**src/rtl/bram_1p_ctrl.sv**
```systemverilog
// bram_1p_ctrl: valid/ready read/write initiator for a 1-port BRAM with output reg.
// Ports: clk_i, rst_i (async, low), req_* in, rsp_* out, bram_* pins; BRAM_1P_CTRL_STAT_EN adds wr/rd counters.
module bram_1p_ctrl #(
  parameter int RAM_WIDTH     = 16,
  parameter int RAM_ADDR_BITS = 3
) (
  input  logic                     clk_i,
  input  logic                     rst_i,
  input  logic                     req_valid_i,
  output logic                     req_ready_o,
  input  logic                     req_we_i,
  input  logic [RAM_ADDR_BITS-1:0] req_addr_i,
  input  logic [RAM_WIDTH-1:0]     req_wdata_i,
  output logic                     rsp_valid_o,
  input  logic                     rsp_ready_i,
  output logic [RAM_WIDTH-1:0]     rsp_data_o,
  output logic                     bram_en_o,
  output logic                     bram_we_o,
  output logic                     bram_reg_en_o,
  output logic [RAM_ADDR_BITS-1:0] bram_addr_o,
  output logic [RAM_WIDTH-1:0]     bram_wdata_o,
  input  logic [RAM_WIDTH-1:0]     bram_rdata_i
`ifdef BRAM_1P_CTRL_STAT_EN
  ,
  output logic [15:0]              wr_cnt_o,
  output logic [15:0]              rd_cnt_o
`endif
);

  typedef enum logic [2:0] {
    IDLE,
    WR,
    RD_ARR,
    RD_REG,
    RSP
  } state_e;

  state_e                   state_q;
  logic                     en_q;
  logic                     we_q;
  logic                     reg_en_q;
  logic [RAM_ADDR_BITS-1:0] addr_q;
  logic [RAM_WIDTH-1:0]     wdata_q;
  logic                     rsp_valid_q;
  logic [RAM_WIDTH-1:0]     rsp_data_q;

  // Gated by rst_i so ready stays low while reset is held.
  assign req_ready_o   = rst_i && (state_q == IDLE);
  assign rsp_valid_o   = rsp_valid_q;
  assign rsp_data_o    = rsp_data_q;
  assign bram_en_o     = en_q;
  assign bram_we_o     = we_q;
  assign bram_reg_en_o = reg_en_q;
  assign bram_addr_o   = addr_q;
  assign bram_wdata_o  = wdata_q;

  always_ff @(posedge clk_i or negedge rst_i) begin
    if (!rst_i) begin
      state_q     <= IDLE;
      en_q        <= 1'b0;
      we_q        <= 1'b0;
      reg_en_q    <= 1'b0;
      addr_q      <= '0;
      wdata_q     <= '0;
      rsp_valid_q <= 1'b0;
      rsp_data_q  <= '0;
    end else begin
      unique case (state_q)
        IDLE: begin
          if (req_valid_i) begin
            addr_q  <= req_addr_i;
            wdata_q <= req_wdata_i;
            en_q    <= 1'b1;
            we_q    <= req_we_i;
            state_q <= req_we_i ? WR : RD_ARR;
          end
        end
        WR: begin
          en_q    <= 1'b0;
          we_q    <= 1'b0;
          state_q <= IDLE;
        end
        RD_ARR: begin
          en_q     <= 1'b0;
          reg_en_q <= 1'b1;
          state_q  <= RD_REG;
        end
        RD_REG: begin
          reg_en_q <= 1'b0;
          state_q  <= RSP;
        end
        RSP: begin
          // First RSP cycle captures the output register; then wait for handshake.
          if (!rsp_valid_q) begin
            rsp_valid_q <= 1'b1;
            rsp_data_q  <= bram_rdata_i;
          end else if (rsp_ready_i) begin
            rsp_valid_q <= 1'b0;
            state_q     <= IDLE;
          end
        end
        default: begin
          state_q <= IDLE;
        end
      endcase
    end
  end

`ifdef BRAM_1P_CTRL_STAT_EN
  logic [15:0] wr_cnt_q;
  logic [15:0] rd_cnt_q;

  assign wr_cnt_o = wr_cnt_q;
  assign rd_cnt_o = rd_cnt_q;

  always_ff @(posedge clk_i or negedge rst_i) begin
    if (!rst_i) begin
      wr_cnt_q <= '0;
      rd_cnt_q <= '0;
    end else begin
      if (state_q == IDLE && req_valid_i && req_we_i
          && wr_cnt_q != 16'hFFFF)
        wr_cnt_q <= wr_cnt_q + 16'd1;
      if (state_q == RSP && rsp_valid_q && rsp_ready_i
          && rd_cnt_q != 16'hFFFF)
        rd_cnt_q <= rd_cnt_q + 16'd1;
    end
  end
`endif

endmodule

```
**config.mk**
```make
export PLATFORM = sky130hd
export DESIGN_NAME = bram_1p_ctrl
export DESIGN_NICKNAME = d
export VERILOG_FILES = /design/src/rtl/bram_1p_ctrl.sv
export SDC_FILE = /design/constraint.sdc
export NUM_CORES = 1
export LEC_CHECK = 0
export ABC_AREA = 1
export CAP_MARGIN = 25
export CORE_MARGIN = 5
export CORE_UTILIZATION = 37
export DETAILED_ROUTE_END_ITERATION = 10
export PLACE_DENSITY = 0.76
export SETUP_SLACK_MARGIN = 0.05
export SLEW_MARGIN = 20
export SYNTH_ARGS = -nofsm -noshare
export SYNTH_HDL_FRONTEND = slang
export SYNTH_SLANG_ARGS = --single-unit
```
**constraint.sdc**
```tcl
create_clock -name clk_i -period 1.17 [get_ports clk_i]
set_input_delay 0.1755 -clock clk_i [delete_from_list [all_inputs] [get_ports clk_i]]
set_output_delay 0.1755 -clock clk_i [all_outputs]
set_load 0.1 [all_outputs]
```
==> results.yml, run 1 <==
run_status:
  status: "finished with violations"
  violations: "hold timing, setup timing"
global_routing:
  antenna_found_initial: 0
  grt-ovfl-total: 0
  grt_pass1_vias: 1541
  grt_max_degree: 43
  grt_pass1_wl_um: 7410
  grt_util_all_layers: 0.155
cells_and_area:
  syn_to_final_growth_pct: 97.3
  instances_no_fill: 340
  layout.nets: 327
  fillers: 280
  final_common_cell: "buf_12"
  antenna_cells: 0
  fin_util: 0.766
  mostFrequentLayoutCells: "buf_12, inv_1, clkdlybuf4s50_1"
  drive_above_1_share: 0.441
synth:
  netlist_area_mm2: 0.00173
  ys_warn_count: 0
  synth.top_cell.area_share: 0.609
  syn_avg_cell_area_um2: 9.23
  synthTopCellsByArea: "dfrtp_1, o21ai_1, nand2_1"
  yosysUniqueCellTypes: 21
  synth-seq-area-share: 0.609
  ys_ff_latch: 42
  synth_top_cell_by_area: "dfrtp_1"
  syn_nets: 227
  synth_cells: 187
worst_setup_path:
  cp-start-kind: "flip-flop"
  reg2reg_slack_ps: -150
  endpoint: "req_ready_o"
  cp-end-kind: "output port"
  critical-path-slowest-cell: "dfrtp_1"
  worstPathRequired_ps: 990
  critPathArrivalTime_ps: 1170
  startpoint: "state_q[1]$_DFFE_PN0P_"
  critPathMaxStageDelay_ps: 410
  critPathBufInv: 1
  worstReg2RegEnd: "bram_wdata_o[12]$_DFFE_PN0P_"
  worst-path-stages: 3
  cp_top_family: "flip-flops"
  critical_path_class: "flip-flop to output port"
  reg2regPathDepth: 7
  cp_max_fo: 2
  path_cells: "nor2_4, and3_4, buf_12"
  worstReg2RegStart: "state_q[1]$_DFFE_PN0P_"
timing:
  maxSlewViolCount: 0
  period_needed_ps: 1350
  rsz0062_at_grt: "true"
  maxSlewHeadroom: 0.647
  whs_ps: -33.7
  min_period_over_period: 1.15
  setup_tns_ps: -5080
  fmax_ghz: 0.741
  hold_viol: 34
  setup_ws_ps: -180
  worstMarginPinSlew_ps: 529
  setup-violations-final: 39
  worst_clock_skew_ps: 12.1
cts:
  tritoncts: "yes"
  clockBufferDepth: 2
  h-tree-depth: 2
  clock_sinks: 42
  root_buffer: "clkbuf_8"
  numCtsBuffers: 5
  path_clk_slew_ps: 80
  clk_latency_ps: 290
die:
  dieArea_mm2: 0.00613
  io_pins: 80
  rows: 24
  initial_utilization: 0.388
  die_w_um: 78.3
  coreArea_mm2: 0.00444
  die_h_um: 78.3
placement:
  hpwl_um: 3190
  routabilityCongestion: 0.834
  placedCellCount: 319
  port_buffers: 79
  pre_cts_slack_ps: -71.8
routing:
  dr.pass1.iters: 4
  via_per_inst: 4.63
  drtAntennaViolNets: 0
  wl_um: 4870
  drtIter0Drc: 47
  post-route-drc-count: 0
  vias: 1575
  routedWlPerCell_um: 14.3
worst_hold_path:
  hold_path.class: "input pin to asynchronous set/reset pin"
flow_run:
  cap_violations: 0
[per-layer routing]
| metal | global-route usage | part of all wire |
|---|---|---|
| met1 | 0.178 | 0.40 |
| met4 | 0.0262 | 0.0049 |
| met2 | 0.275 | 0.51 |
| met5 | 0 | 0 |
| met3 | 0.0664 | 0.084 |
[through the flow]
stage / hold WS, ps / instance area [um2]
6_report: -33.7 / 3400
5_1_grt: 20.4 / 3400
4_1_cts: 1.36 / 3310
3_5_place_dp: 322 / 3050
3_3_place_gp: 325 / 3050
2_1_floorplan: -120 / 1780
[synth_stat cells]
cell type,count
dfrtp_1,42
nand2_1,42
inv_1,40
o21ai_1,35
buf_2,4
buf_6,3
nand3_1,3
nor2_1,3
inv_2,2
o211ai_1,2
and3_1,1
nand2_2,1
nand3_2,1
nand3_4,1
nand3b_1,1
nand4_1,1
nor2_2,1
nor2_4,1
nor3_1,1
o21a_1,1
o21ai_0,1
[sequential cells by signal, summed over array words and instances, names as in the netlist]
register / count
bram_addr_o: 3
bram_en_o: 1
bram_reg_en_o: 1
bram_wdata_o: 16
bram_we_o: 1
rsp_data_o: 16
rsp_valid_o: 1
state_q: 3
[area by class of cell]
class	count	area [um2]	area share
inverter	42	158	0.0463
timing repair buffer	100	1440	0.423
multi-input combinational	96	551	0.162
clock buffer	7	76.3	0.0224
sequential	42	1080	0.319
clock inverter	1	30.0	0.00882
tap	52	65.1	0.0191
[how the worst min path moves through the flow]
stage / to / cells after the start
3_3_place_gp: bram_addr_o[2]$_DFFE_PN0P_ / 2
6_report: bram_addr_o[2]$_DFFE_PN0P_ / 2
2_1_floorplan: bram_addr_o[0]$_DFFE_PN0P_ / 0
4_1_cts: bram_addr_o[2]$_DFFE_PN0P_ / 2
5_1_grt: bram_addr_o[2]$_DFFE_PN0P_ / 2
3_5_place_dp: bram_addr_o[2]$_DFFE_PN0P_ / 2
[repair_timing]
action	in CTS	in global routing
setup endpoints to repair	36	43
pin swaps	2	5
endpoints found under the hold margin	0	0
buffers inserted	5	5
hold buffers	0	0
gates cloned	3	3
gates resized for setup	14	23
[kinds of logic (layout without fill, tap and decap cells)]
| group | after synthesis | count (layout) | synth area share |
|---|---|---|---|
| buffers and inverters | 49 | 150 | 0.123 |
| DFF | 42 | 42 | 0.609 |
| AOI/OAI and AO/OA | 39 | 39 | 0.117 |
| and+or+nand+nor | 57 | 57 | 0.151 |
Power of run 1 is left out: the tool's default activity adds up to more than one toggle a clock period on the data nets, which glitch-free logic cannot reach.
==> inputs of run 2 (changes only) <==
TNS_END_PERCENT = 1   (was default)
==> results.yml, run 2 (same netlist as run 1, synthesis figures left out) <==
worst_setup_path:
  worst-path-stages: 3
  critPathBufInv: 1
  worstReg2RegStart: "state_q[1]$_DFFE_PN0P_"
  cp-end-kind: "output port"
  cp_top_family: "flip-flops"
  critPathArrivalTime_ps: 1180
  critical-path-slowest-cell: "dfrtp_1"
  reg2regPathDepth: 7
  critPathMaxStageDelay_ps: 410
  path_cells: "nor2_4, and3_4, buf_12"
  critical_path_class: "flip-flop to output port"
  cp_max_fo: 2
  worstPathRequired_ps: 990
  endpoint: "req_ready_o"
  worstReg2RegEnd: "rsp_data_o[8]$_DFFE_PN0P_"
  cp-start-kind: "flip-flop"
  startpoint: "state_q[1]$_DFFE_PN0P_"
  reg2reg_slack_ps: -90
cts:
  clock_sinks: 42
  h-tree-depth: 2
  root_buffer: "clkbuf_8"
  path_clk_slew_ps: 70
  clockBufferDepth: 2
  numCtsBuffers: 5
  clk_latency_ps: 280
  tritoncts: "yes"
timing:
  rsz0062_at_grt: "true"
  period_needed_ps: 1350
  worstMarginPinSlew_ps: 520
  worst_clock_skew_ps: 2.79
  whs_ps: -4.15
  setup-violations-final: 17
  setup_ws_ps: -183
  min_period_over_period: 1.16
  hold_viol: 5
  fmax_ghz: 0.739
  maxSlewHeadroom: 0.653
  maxSlewViolCount: 0
global_routing:
  grt_max_degree: 43
  grt_util_all_layers: 0.135
  grt_pass1_vias: 1434
  grt-ovfl-total: 0
  met3_usage: 0.0503
  globalRouteMet1Util: 0.176
  antenna_found_initial: 0
  grtUsageMet2: 0.212
  grt-busiest-layer: "met2"
  grt_pass1_wl_um: 6670
cells_and_area:
  mostFrequentLayoutCells: "buf_12, nand2_1, dfrtp_1"
  antenna_cells: 0
  regArea_mm2: 0.00106
  drive_above_1_share: 0.265
  syn_to_final_growth_pct: 83.5
  final_common_cell: "buf_12"
  fin_util: 0.713
  layout.nets: 319
  fillers: 322
  multi_input_area_um2: 490
routing:
  via_per_inst: 4.39
  dr.pass1.iters: 4
  post-route-drc-count: 0
  drtIter0Drc: 76
  vias: 1454
  wl_um: 3960
  drtAntennaViolNets: 0
  routedWlPerCell_um: 12.0
die:
  dieArea_mm2: 0.00613
  initial_utilization: 0.388
  die_h_um: 78.3
  coreArea_mm2: 0.00444
  die_w_um: 78.3
  rows: 24
  io_pins: 80
placement:
  routabilityCongestion: 0.800
  hpwl_um: 3060
  port_buffers: 79
run_status:
  status: "finished with violations"
  violations: "hold timing, setup timing"
worst_hold_path:
  hold_path.class: "input pin to asynchronous set/reset pin"
flow_run:
  cap_violations: 0
-- run 2: cell types whose count changed in the layout (fill, tap and decap cells not counted), moves of 10 or more --
cell / change
o21ai_2: -10
o21ai_1: +10
dfrtp_2: -23
nand2_2: -13
dfrtp_1: +23
nand2_1: +13
-- run 2: how the worst min path moves through the flow --
stage          startpoint                           end  slack, ps
5_1_grt             rst_i        state_q[2]$_DFFE_PN0P_         50
6_report            rst_i  bram_wdata_o[11]$_DFFE_PN0P_         -4
4_1_cts             rst_i  bram_wdata_o[13]$_DFFE_PN0P_         -4
3_5_place_dp        rst_i        state_q[2]$_DFFE_PN0P_        310
3_3_place_gp        rst_i     bram_reg_en_o$_DFFE_PN0P_        300
2_1_floorplan       rst_i    bram_addr_o[0]$_DFFE_PN0P_       -120
-- run 2: metal layers --
| layer | vias up | wire (um) | part of all wire |
|---|---|---|---|
| met5 | - | 0 | 0 |
| met2 | 52 | 1820 | 0.46 |
| li1 | 758 | - | - |
| met1 | 639 | 1760 | 0.44 |
| met3 | 5 | 357 | 0.090 |
| met4 | 0 | 30 | 0.0076 |
-- run 2: what timing repair did --
item	CTS	global route
gates cloned	0	0
endpoints found under the setup margin	38	43
pin swaps	2	0
gates resized for setup	4	2
hold endpoints to repair	17	0
buffers inserted	3	0
-- run 2: layout make-up --
type,instances,share of cell area
Multi-Input combinational cell,96,0.155
Inverter,42,0.0498
Tap cell,52,0.0205
Sequential cell,42,0.333
Timing Repair Buffer,92,0.417
Clock buffer,7,0.0241
-- run 2: metrics by stage --
stage | setup WS (ps) | area, um2 | TNS [ps] | instances
after global routing | -224 | 3170 | -3180 | 331
after floorplan | -113 | 1740 | -1470 | 187
after detailed placement | -74.3 | 3050 | -1280 | 321
after global placement | -54.5 | 3050 | -863 | 321
final | -183 | 3170 | -1390 | 331
after CTS | -194 | 3160 | -1710 | 331
Power of run 2 is left out for the same reason.
==> inputs of run 3 (changes only) <==
HOLD_SLACK_MARGIN = 0.06   (was default)
==> results.yml, run 3 (same netlist as run 1, synthesis figures left out) <==
die:
  dieArea_mm2: 0.00613
  rows: 24
  die_w_um: 78.3
  die_h_um: 78.3
  io_pins: 80
  coreArea_mm2: 0.00444
  initial_utilization: 0.388
global_routing:
  grt_max_degree: 43
  grt_util_all_layers: 0.135
  grt_pass1_wl_um: 6670
  grt_pass1_vias: 1434
  grt-ovfl-total: 0
  antenna_found_initial: 0
cells_and_area:
  antenna_cells: 0
  layout.nets: 320
  fin_util: 0.715
  fin_area_mm2: 0.00318
  mostFrequentLayoutCells: "buf_12, nand2_1, dfrtp_1"
  drive_above_1_share: 0.264
  syn_to_final_growth_pct: 84.1
  final_common_cell: "buf_12"
cts:
  numCtsBuffers: 5
  clockBufferDepth: 2
  clock_sinks: 42
  clk_latency_ps: 280
  h-tree-depth: 2
  path_clk_slew_ps: 70
  tritoncts: "yes"
  root_buffer: "clkbuf_8"
worst_setup_path:
  worstPathRequired_ps: 990
  critPathArrivalTime_ps: 1180
  cp-end-kind: "output port"
  reg2regPathDepth: 7
  critical_path_class: "flip-flop to output port"
  cp-start-kind: "flip-flop"
  cp_max_fo: 2
placement:
  hpwl_um: 3060
  routabilityCongestion: 0.800
  placed_area_mm2: 0.00305
  port_buffers: 79
routing:
  drtIter0Drc: 79
  post-route-drc-count: 0
  dr.pass1.iters: 4
  routedWlPerCell_um: 11.9
  wl_um: 3970
  via_per_inst: 4.39
  drtAntennaViolNets: 0
  vias: 1456
timing:
  worst_clock_skew_ps: 2.79
  setup_ws_ps: -183
  rsz0062_at_grt: "true"
  maxSlewViolCount: 0
  min_period_over_period: 1.16
  maxSlewHeadroom: 0.653
  period_needed_ps: 1350
  setup-violations-final: 17
  hold_viol: 0
  worstMarginPinSlew_ps: 520
  fmax_ghz: 0.739
worst_hold_path:
  hold_path.class: "input pin to flip-flop"
  whs_path_depth: 3
run_status:
  violations: "setup timing"
  status: "finished with violations"
flow_run:
  cap_violations: 0
[run 3: metal layers]
metal | GRT usage | share of wire | vias up
li1 | - | - | 760
met2 | 0.212 | 0.46 | 52
met1 | 0.176 | 0.44 | 639
met3 | 0.0503 | 0.090 | 5
met5 | 0 | 0 | -
met4 | 0.0367 | 0.0076 | 0
[run 3: worst max-delay path, stage by stage, from the launching register on]
cell     delay, ps
dfrtp_1        410
nor2_4         120
and3_4         200
buf_12         170
[run 3: metrics by stage]
stage	hold WS [ps]	setup slack (ps)	std cells	setup TNS [ps]
floorplan	-120	-113	187	-1470
global placement	299	-54.5	321	-863
detailed placement	309	-74.3	321	-1280
CTS	-3.79	-194	331	-1710
global route	428	-224	332	-3180
finish	429	-183	332	-1390
[run 3: path summary, 6_finish.rpt]
check	startpoint	endpoint	slack [ps]
worst max-delay path	state_q[1]$_DFFE_PN0P_	req_ready_o	-180
worst min-delay path	req_wdata_i[14]	bram_wdata_o[14]$_DFFE_PN0P_	430
worst max register to register	state_q[1]$_DFFE_PN0P_	rsp_data_o[8]$_DFFE_PN0P_	-90
worst min register to register	bram_addr_o[0]$_DFFE_PN0P_	bram_addr_o[0]$_DFFE_PN0P_	550
max in group asynchronous	rst_i	rsp_valid_o$_DFFE_PN0N_	250
min in group asynchronous	rst_i	bram_wdata_o[11]$_DFFE_PN0P_	530
[run 3: final cells by class]
| type | instances | area [um2] |
|---|---|---|
| Timing Repair Buffer | 93 | 1330 |
| Fill cell | 321 | 1270 |
| Sequential cell | 42 | 1060 |
| Multi-Input combinational cell | 96 | 490 |
| Inverter | 42 | 158 |
| Clock buffer | 7 | 76.3 |
| Tap cell | 52 | 65.1 |
[run 3: what timing repair did]
| action | in CTS | in global routing |
|---|---|---|
| setup buffers | 3 | 0 |
| setup endpoints to repair | 38 | 43 |
| gates resized for setup | 4 | 2 |
| hold endpoints to repair | 42 | 9 |
| pin swaps | 2 | 0 |
| gates cloned | 0 | 0 |
Power of run 3 is left out for the same reason.
==> edit (settings of run 1) <==
Set the parameter `RAM_ADDR_BITS` to 2 (it was 3).
--- a/src/rtl/bram_1p_ctrl.sv
+++ b/src/rtl/bram_1p_ctrl.sv
@@ -3,5 +3,5 @@
 module bram_1p_ctrl #(
   parameter int RAM_WIDTH     = 16,
-  parameter int RAM_ADDR_BITS = 3
+  parameter int RAM_ADDR_BITS = 2
 ) (
   input  logic                     clk_i,
Interface: changed (resized bram_addr_o and req_addr_i); port bits go from 80 to 78. No check against the original RTL was run, so the function may have changed too.
==> edit against run 1 <==
- the flow finishes with violations (negative setup slack)
- first-iteration DRC count up 45%
- setup slack got worse by 36 ps
- final area shrank 2.2%
- critical path type is now flop to flop
- clock skew down 3.2 ps
- non-clock buffer count fell by 5
- via count is 2.8% lower
- fmax is 2.6% lower
- wire length fell by 2.2%
- sequential cell count decreased by 1
- area after synthesis is 1.1% lower
Power is not shown: default switching activity piles up to over one toggle a cycle in this logic, so the estimate is an artifact.
==> edit: results <==
place:
  place_congestion: 0.8194
  port_buffers: 77
  placed_cell_area_um2: 2989
clocking:
  cts_setup_buffers: 2
  cts_resized: 3
  holdBufCountCts: 1
yosys:
  synthTopCellsByCount: "nand2_1 (42), dfrtp_1 (41), inv_1 (40)"
  synthDistinctLibCells: 20
  ys_seq_area_share_pct: 60.12
outcome:
  violations: "negative setup slack"
  status: "complete, but fails checks"
grt:
  grtUsageMet3_pct: 5.440
  met2_usage_pct: 25.13
  grt_usage_pct: 14.88
  grt_max_degree: 42
  grt_util_met1_pct: 16.11
  grt_pass1_wl_um: 6934
cells_and_area:
  drive_above_1_share_pct: 41.58
  inverters_excl_clock: 41
  fill_cells: 295
  finalNetCount: 317
  nonClkBufAreaFrac_pct: 42.11
  clock_buffers: 8
sta:
  setup_ws_ps: -216.0
  fin_skew_ps: 8.872
  max-slew-margin-rel_pct: 66.10
  setup_viol: 38
critical_path:
  worstPathMaxFanout: 6
  path_delay_family: "buffers and inverters"
detailed_routing:
  vias: 1531
  drt-total-wl_um: 4767
==> edit: path summary, 6_finish.rpt <==
path	slack [ps]	to
min in group asynchronous	530	state_q[1]$_DFFE_PN0P_
max	-220	bram_wdata_o[3]$_DFFE_PN0P_
max in group asynchronous	250	bram_addr_o[1]$_DFFE_PN0P_
max reg2reg	-220	bram_wdata_o[3]$_DFFE_PN0P_
min	410	bram_wdata_o[0]$_DFFE_PN0P_
min reg2reg	530	bram_addr_o[1]$_DFFE_PN0P_
==> edit: through the flow <==
step	setup WS (ps)	cells	utilization, %	setup TNS, ps
5_1_grt	-274.9	331	75.45	-7172
4_1_cts	-197.7	325	70.49	-885.9
6_report	-216.0	331	75.45	-5104
2_1_floorplan	-42.75	183	-	-734.3
3_5_place_dp	-110.2	314	67.72	-1436
3_3_place_gp	-69.94	314	67.72	-1111
==> edit: layer usage <==
layer / vias to the layer above / part of all wire (%)
li1: 747 / -
met1: 725 / 36
met2: 44 / 55
met3: 15 / 6.2
met4: 0 / 3.3
met5: - / 0
